===== src/rtl/sample_fifo_pkg.sv =====
`default_nettype none
// ============================================================================
// Module   : sample_fifo_pkg
// Purpose  : Shared constants, types and helpers for the sample replay FIFO.
//            RD_LAT_MAX - largest supported read latency
//            vld_sr_t   - read-valid shift register, one bit per read stage
//            ptr_diff   - wrap-safe pointer difference for w-bit pointers
// Revision : 1.0 - initial release
// ============================================================================
package sample_fifo_pkg;

   localparam int unsigned RD_LAT_MAX = 2;

   typedef logic [RD_LAT_MAX-1:0] vld_sr_t;

   // Pointers wrap modulo 2**w, so the difference is taken in 32 bits and
   // then masked back to the pointer width.
   function automatic int unsigned ptr_diff(input int unsigned a,
                                            input int unsigned b,
                                            input int unsigned w);
      int unsigned mask;
      mask = (w >= 32) ? 32'hFFFF_FFFF : ((32'd1 << w) - 32'd1);
      return (a - b) & mask;
   endfunction

endpackage
`default_nettype wire


===== src/rtl/sample_fifo_ram.sv =====
`default_nettype none
// ============================================================================
// Module   : sample_fifo_ram
// Purpose  : Inferred simple dual-port RAM (one write, one read port) with
//            RD_LAT read register stages. Only the final output register is
//            reset; the array and any intermediate stage are not.
// Ports    : clk, rst_n         - clock, synchronous active-low reset
//            i_wr_en/addr/data  - write port
//            i_rd_en/i_rd_addr  - read request, loads the first read stage
//            i_adv              - advances stage 1 into the output (RD_LAT=2)
//            o_rd_data          - output register, holds when not loaded
// Revision : 1.0 - initial release
// ============================================================================
module sample_fifo_ram #(
   parameter int DATA_W = 16,
   parameter int ADDR_W = 4,
   parameter int RD_LAT = 1
) (
   input  logic              clk,
   input  logic              rst_n,
   input  logic              i_wr_en,
   input  logic [ADDR_W-1:0] i_wr_addr,
   input  logic [DATA_W-1:0] i_wr_data,
   input  logic              i_rd_en,
   input  logic [ADDR_W-1:0] i_rd_addr,
   input  logic              i_adv,
   output logic [DATA_W-1:0] o_rd_data
);

   localparam int c_depth = 1 << ADDR_W;

   logic [DATA_W-1:0] r_mem [c_depth];
   logic [DATA_W-1:0] r_out;

   always_ff @(posedge clk) begin
      if (i_wr_en) begin
         r_mem[i_wr_addr] <= i_wr_data;
      end
   end

   generate
      if (RD_LAT == 1) begin : g_lat1
         // Single stage: the array read lands directly in the output register.
         logic w_unused_adv;
         assign w_unused_adv = i_adv;

         always_ff @(posedge clk) begin
            if (!rst_n) begin
               r_out <= '0;
            end else if (i_rd_en) begin
               r_out <= r_mem[i_rd_addr];
            end
         end
      end else begin : g_lat2
         logic [DATA_W-1:0] r_stage;

         always_ff @(posedge clk) begin
            if (i_rd_en) begin
               r_stage <= r_mem[i_rd_addr];
            end
         end

         always_ff @(posedge clk) begin
            if (!rst_n) begin
               r_out <= '0;
            end else if (i_adv) begin
               r_out <= r_stage;
            end
         end
      end
   endgenerate

   assign o_rd_data = r_out;

endmodule
`default_nettype wire


===== src/rtl/sample_replay_fifo.sv =====
`default_nettype none
// ============================================================================
// Module   : sample_replay_fifo
// Purpose  : Sample FIFO with mark/rewind replay so a batch of feature samples
//            can be streamed to several tree engines without reloading.
//            Entries between the mark and the write pointer are protected.
// Config   : `define SAMPLE_FIFO_REPLAY_EN enables mark/rewind/release; when
//            undefined those inputs are ignored and it is a plain FIFO.
// Ports    : clk, rst_n          - clock, synchronous active-low reset
//            i_flush             - empty FIFO, drop mark, kill pending reads
//            i_push / i_rear     - write request and data
//            i_pop               - read request
//            i_mark / i_rewind / i_release - replay control
//            o_front / o_vld     - read data and its one-cycle valid
//            o_full / o_empty / o_count    - occupancy
//            o_err               - sticky push-while-full / pop-while-empty
// Revision : 1.0 - initial release
// ============================================================================
module sample_replay_fifo
   import sample_fifo_pkg::*;
#(
   parameter int DATA_W     = 16,
   parameter int DEPTH_LOG2 = 4,
   parameter int RD_LAT     = 1
) (
   input  logic                clk,
   input  logic                rst_n,
   input  logic                i_flush,
   input  logic                i_push,
   input  logic [DATA_W-1:0]   i_rear,
   input  logic                i_pop,
   input  logic                i_mark,
   input  logic                i_rewind,
   input  logic                i_release,
   output logic [DATA_W-1:0]   o_front,
   output logic                o_vld,
   output logic                o_full,
   output logic                o_empty,
   output logic [DEPTH_LOG2:0] o_count,
   output logic                o_err
);

   localparam int          c_ptr_w    = DEPTH_LOG2 + 1;
   localparam int unsigned c_depth    = 32'd1 << DEPTH_LOG2;
   localparam vld_sr_t     c_vld_mask = vld_sr_t'((32'd1 << RD_LAT) - 32'd1);
   localparam logic [c_ptr_w-1:0] c_one = c_ptr_w'(1);

   logic [c_ptr_w-1:0] r_rptr;
   logic [c_ptr_w-1:0] r_wptr;
   logic               r_err;
   vld_sr_t            r_vld;

   logic [c_ptr_w-1:0] w_base;
   logic [c_ptr_w-1:0] w_rewind_ptr;
   logic [c_ptr_w-1:0] w_count;
   logic               w_rewind;
   logic               w_empty;
   logic               w_full;
   logic               w_pop_req;
   logic               w_pop_acc;
   logic               w_pop_bad;
   logic               w_push_acc;
   logic               w_push_bad;
   logic               w_adv;
   logic               w_unused_vld;

`ifdef SAMPLE_FIFO_REPLAY_EN
   logic [c_ptr_w-1:0] r_mark_ptr;
   logic               r_mark_active;

   // While a mark is held, free space is measured from the mark so the
   // replayable window can never be overwritten.
   assign w_base       = r_mark_active ? r_mark_ptr : r_rptr;
   // Rewind without an active mark does nothing at all (pop still proceeds).
   assign w_rewind     = i_rewind & r_mark_active;
   assign w_rewind_ptr = r_mark_ptr;

   always_ff @(posedge clk) begin
      if (!rst_n || i_flush) begin
         r_mark_ptr    <= '0;
         r_mark_active <= 1'b0;
      end else if (i_release) begin
         r_mark_active <= 1'b0;
      end else if (i_mark && !w_rewind) begin
         // Pre-pop pointer, so an entry popped in this same cycle is replayable.
         r_mark_ptr    <= r_rptr;
         r_mark_active <= 1'b1;
      end
   end
`else
   logic w_unused_replay;
   assign w_unused_replay = i_mark ^ i_rewind ^ i_release;
   assign w_base          = r_rptr;
   assign w_rewind        = 1'b0;
   assign w_rewind_ptr    = r_rptr;
`endif

   assign w_count = c_ptr_w'(ptr_diff(32'(r_wptr), 32'(r_rptr), 32'(c_ptr_w)));
   assign w_empty = (r_rptr == r_wptr);
   assign w_full  = (ptr_diff(32'(r_wptr), 32'(w_base), 32'(c_ptr_w)) == c_depth);

   // Flush outranks everything; an effective rewind swallows a same-cycle pop.
   assign w_pop_req  = i_pop & ~i_flush & ~w_rewind;
   assign w_pop_acc  = w_pop_req & ~w_empty;
   assign w_pop_bad  = w_pop_req &  w_empty;
   assign w_push_acc = i_push & ~i_flush & ~w_full;
   assign w_push_bad = i_push & ~i_flush &  w_full;

   always_ff @(posedge clk) begin
      if (!rst_n || i_flush) begin
         r_rptr <= '0;
         r_wptr <= '0;
         r_err  <= 1'b0;
         r_vld  <= '0;
      end else begin
         if (w_rewind) begin
            r_rptr <= w_rewind_ptr;
         end else if (w_pop_acc) begin
            r_rptr <= r_rptr + c_one;
         end
         if (w_push_acc) begin
            r_wptr <= r_wptr + c_one;
         end
         if (w_pop_bad || w_push_bad) begin
            r_err <= 1'b1;
         end
         r_vld <= {r_vld[0], w_pop_acc} & c_vld_mask;
      end
   end

   // Second read stage only advances for a live read that is not being flushed.
   assign w_adv        = r_vld[0] & ~i_flush;
   assign w_unused_vld = ^r_vld;

   sample_fifo_ram #(
      .DATA_W (DATA_W),
      .ADDR_W (DEPTH_LOG2),
      .RD_LAT (RD_LAT)
   ) u_ram (
      .clk       (clk),
      .rst_n     (rst_n),
      .i_wr_en   (w_push_acc),
      .i_wr_addr (r_wptr[DEPTH_LOG2-1:0]),
      .i_wr_data (i_rear),
      .i_rd_en   (w_pop_acc),
      .i_rd_addr (r_rptr[DEPTH_LOG2-1:0]),
      .i_adv     (w_adv),
      .o_rd_data (o_front)
   );

   assign o_vld   = r_vld[RD_LAT-1];
   assign o_full  = w_full;
   assign o_empty = w_empty;
   assign o_count = w_count;
   assign o_err   = r_err;

endmodule
`default_nettype wire


===== config.mk =====
export PLATFORM = sky130hd
export DESIGN_NAME = sample_replay_fifo
export DESIGN_NICKNAME = d
export VERILOG_FILES = /design/src/rtl/sample_fifo_pkg.sv /design/src/rtl/sample_fifo_ram.sv /design/src/rtl/sample_replay_fifo.sv
export SDC_FILE = /design/constraint.sdc
export NUM_CORES = 1
export LEC_CHECK = 0
export ABC_AREA = 1
export CAP_MARGIN = 40
export CELL_PAD_IN_SITES_DETAIL_PLACEMENT = 1
export CELL_PAD_IN_SITES_GLOBAL_PLACEMENT = 2
export CORE_ASPECT_RATIO = 0.6
export CORE_UTILIZATION = 41
export CTS_CLUSTER_SIZE = 30
export DETAILED_ROUTE_END_ITERATION = 8
export PLACE_DENSITY = 0.82
export SYNTH_ARGS = -nofsm -noshare
export SYNTH_HDL_FRONTEND = slang
export SYNTH_HIERARCHICAL = 1
export SYNTH_SLANG_ARGS = --single-unit

===== constraint.sdc =====
create_clock -name clk -period 3.5 [get_ports clk]
set_input_delay 0.35 -clock clk [delete_from_list [all_inputs] [get_ports clk]]
set_output_delay 0.35 -clock clk [all_outputs]
set_load 0.1 [all_outputs]

==> impl_metrics.env <==
export IMPL_status="finished clean"
export IMPL_critPathKind="reg -> reg"
export IMPL_design_area_um2=13900
export IMPL_p_leak_nw=5.15
export IMPL_antenna_left=0
export IMPL_grt_pass1_wl_mm=49.1
export IMPL_syn_to_final_growth_pct=17.9
export IMPL_cp_slowest_cell="nor2_2"
export IMPL_post_route_min_period_ns=2.99
export IMPL_placed_cell_area_um2=13100
export IMPL_finalClockSkew_ns=0.0187
export IMPL_totalPowerFinal_w=0.00698
export IMPL_drc_errors=0
export IMPL_cp_buffers_inverters=4
export IMPL_cp_max_fo=10
export IMPL_max_freq_ghz=0.335
export IMPL_chipWidth_um=221
export IMPL_hold_class="in -> reg"
export IMPL_fp_dieH_um=133
export IMPL_grt_max_degree=73
export IMPL_dp_hpwl_mm=20.1
export IMPL_setup_violations_final=0
export IMPL_fin_cells=1519
export IMPL_clock_path_buffers=3
export IMPL_grt_overflow=0
export IMPL_p_per_area_nw_per_um2=501
export IMPL_cts_sinks=284
export IMPL_start_util_pct=42.3
export IMPL_cts_tree="built"
export IMPL_yosys_warnings=6
export IMPL_drt_iter0_drc=672
export IMPL_fin_setup_tns_ns=0
export IMPL_slew_viol_final=0
export IMPL_worstMarginPinSlew_ns=0.808
export IMPL_first_global_vias=8111
export IMPL_fillCellCount=2949
export IMPL_core_um2=27900
export IMPL_max_stage_delay_ns=0.51
export IMPL_postLayoutCoreUtil_pct=49.9
export IMPL_cts_clk_slew_worst_paths_ns=0.07
export IMPL_ir_worst_vdd_mv=0.440
export IMPL_netlist_area_um2=11800
export IMPL_endpoint_kind="register"
export IMPL_place_congestion=0.761
export IMPL_grt_util_all_layers_pct=22.3
export IMPL_multi_input_area_um2=3050
export IMPL_htreeDepth=1
export IMPL_syn_num_nets=1094
export IMPL_via_per_inst=5.30
export IMPL_crit_chain="inv_1, ha_1, inv_1, fa_2, nand2_1, nand2_1, nand3_1, nand2_2, nand3_4, nand2_4, inv_2, nand3_1, nor2_2, buf_8"
export IMPL_ios=49
export IMPL_maxSlewHeadroom_pct=45.9
export IMPL_final_common_cell="nand2_1"
export IMPL_cts_hold_buffers=0
export IMPL_min_period_over_period_pct=85.4
export IMPL_clk_latency_ns=0.56
export IMPL_io_buffers=45
export IMPL_num_nets_final=1162
export IMPL_drtPass1Iterations=4
export IMPL_max_cap_viol_count=0
export IMPL_final_hold_viol_count=0
export IMPL_synth_cells=1063
export IMPL_num_antenna_cells=0
export IMPL_layout_drive_gt1_share_pct=10.8
export IMPL_wl_mm=32.2
export IMPL_start_kind="register"
export IMPL_rows=47
export IMPL_mostFrequentLayoutCells="nand2_1 (364), edfxtp_1 (256), nand3_1 (220)"
export IMPL_cp_top_family="simple AND/OR/NAND/NOR gates"
export IMPL_cts_root_buffer="clkbuf_16"
export IMPL_dp_cells=1469
export IMPL_seqCellArea_um2=8250
export IMPL_drt_wirelength_per_cell_um=21.2
export IMPL_cts_buffers=27
export IMPL_cp_required_ns=3.76
export IMPL_die_area_um2=29500
export IMPL_antenna_found_initial=0
export IMPL_crit_arrival_ns=3.25
export IMPL_vias=8055
export IMPL_rsz0062_at_grt="false"
export IMPL_syn_area_per_cell_um2=11.1
-- final timing paths --
path         depth (start not counted)  slack (ns)                  end  startpoint
max                                 14        0.51  u_ram/r_mem[14][10]   r_wptr[0]
min                                  3        0.40             r_vld[0]       rst_n
max reg2reg                         14        0.51  u_ram/r_mem[14][10]   r_wptr[0]
min reg2reg                          2        0.49            r_rptr[4]   r_rptr[4]
-- registers in the layout, indices dropped and copies added (netlist names) --
| signal | flops |
|---|---|
| r_wptr | 5 |
| o_err | 1 |
| r_vld | 1 |
| r_rptr | 5 |
| u_ram/r_mem | 256 |
| u_ram/o_rd_data | 16 |
-- repair_timing --
action	4_1_cts	5_1_grt
setup buffers	0	0
endpoints found under the setup margin	0	1
gates resized for setup	0	1
-- per-layer routing --
| layer | up-vias | part of all wire, % | track usage (%) |
|---|---|---|---|
| li1 | 3772 | - | - |
| met5 | - | 0 | 0 |
| met2 | 162 | 44 | 33.9 |
| met1 | 4082 | 50 | 33.7 |
| met4 | 0 | 1.4 | 3.92 |
| met3 | 39 | 4.6 | 3.93 |
-- power breakdown --
group | internal (W) | total [W] | switching (W) | leakage, nW
clock network | 0.00162 | 0.00290 | 0.00128 | 0.428
registers | 0.00371 | 0.00372 | 0.0000100 | 2.53
logic | 0.000106 | 0.000356 | 0.000249 | 2.19
-- through the flow --
step	setup slack [ns]	hold slack, ns
floorplan	0.101	0.449
global placement	0.315	0.469
detailed placement	0.340	0.482
CTS	0.264	0.385
global route	0.339	0.428
finish	0.512	0.397
-- final cells by class --
type,count,area share [%]
Sequential cell,284,59.2
Clock inverter,12,0.620
Clock buffer,38,5.59
Timing Repair Buffer,94,8.21
Inverter,42,1.15
Tap cell,367,3.30
Multi-Input combinational cell,682,21.9
-- tightest hold or removal path, stage by stage --
cell             delay (ns)
clkdlybuf4s50_1        0.42
inv_1                  0.09
nor2_1                 0.05
Note: power is estimated with default switching activity, not from simulation.
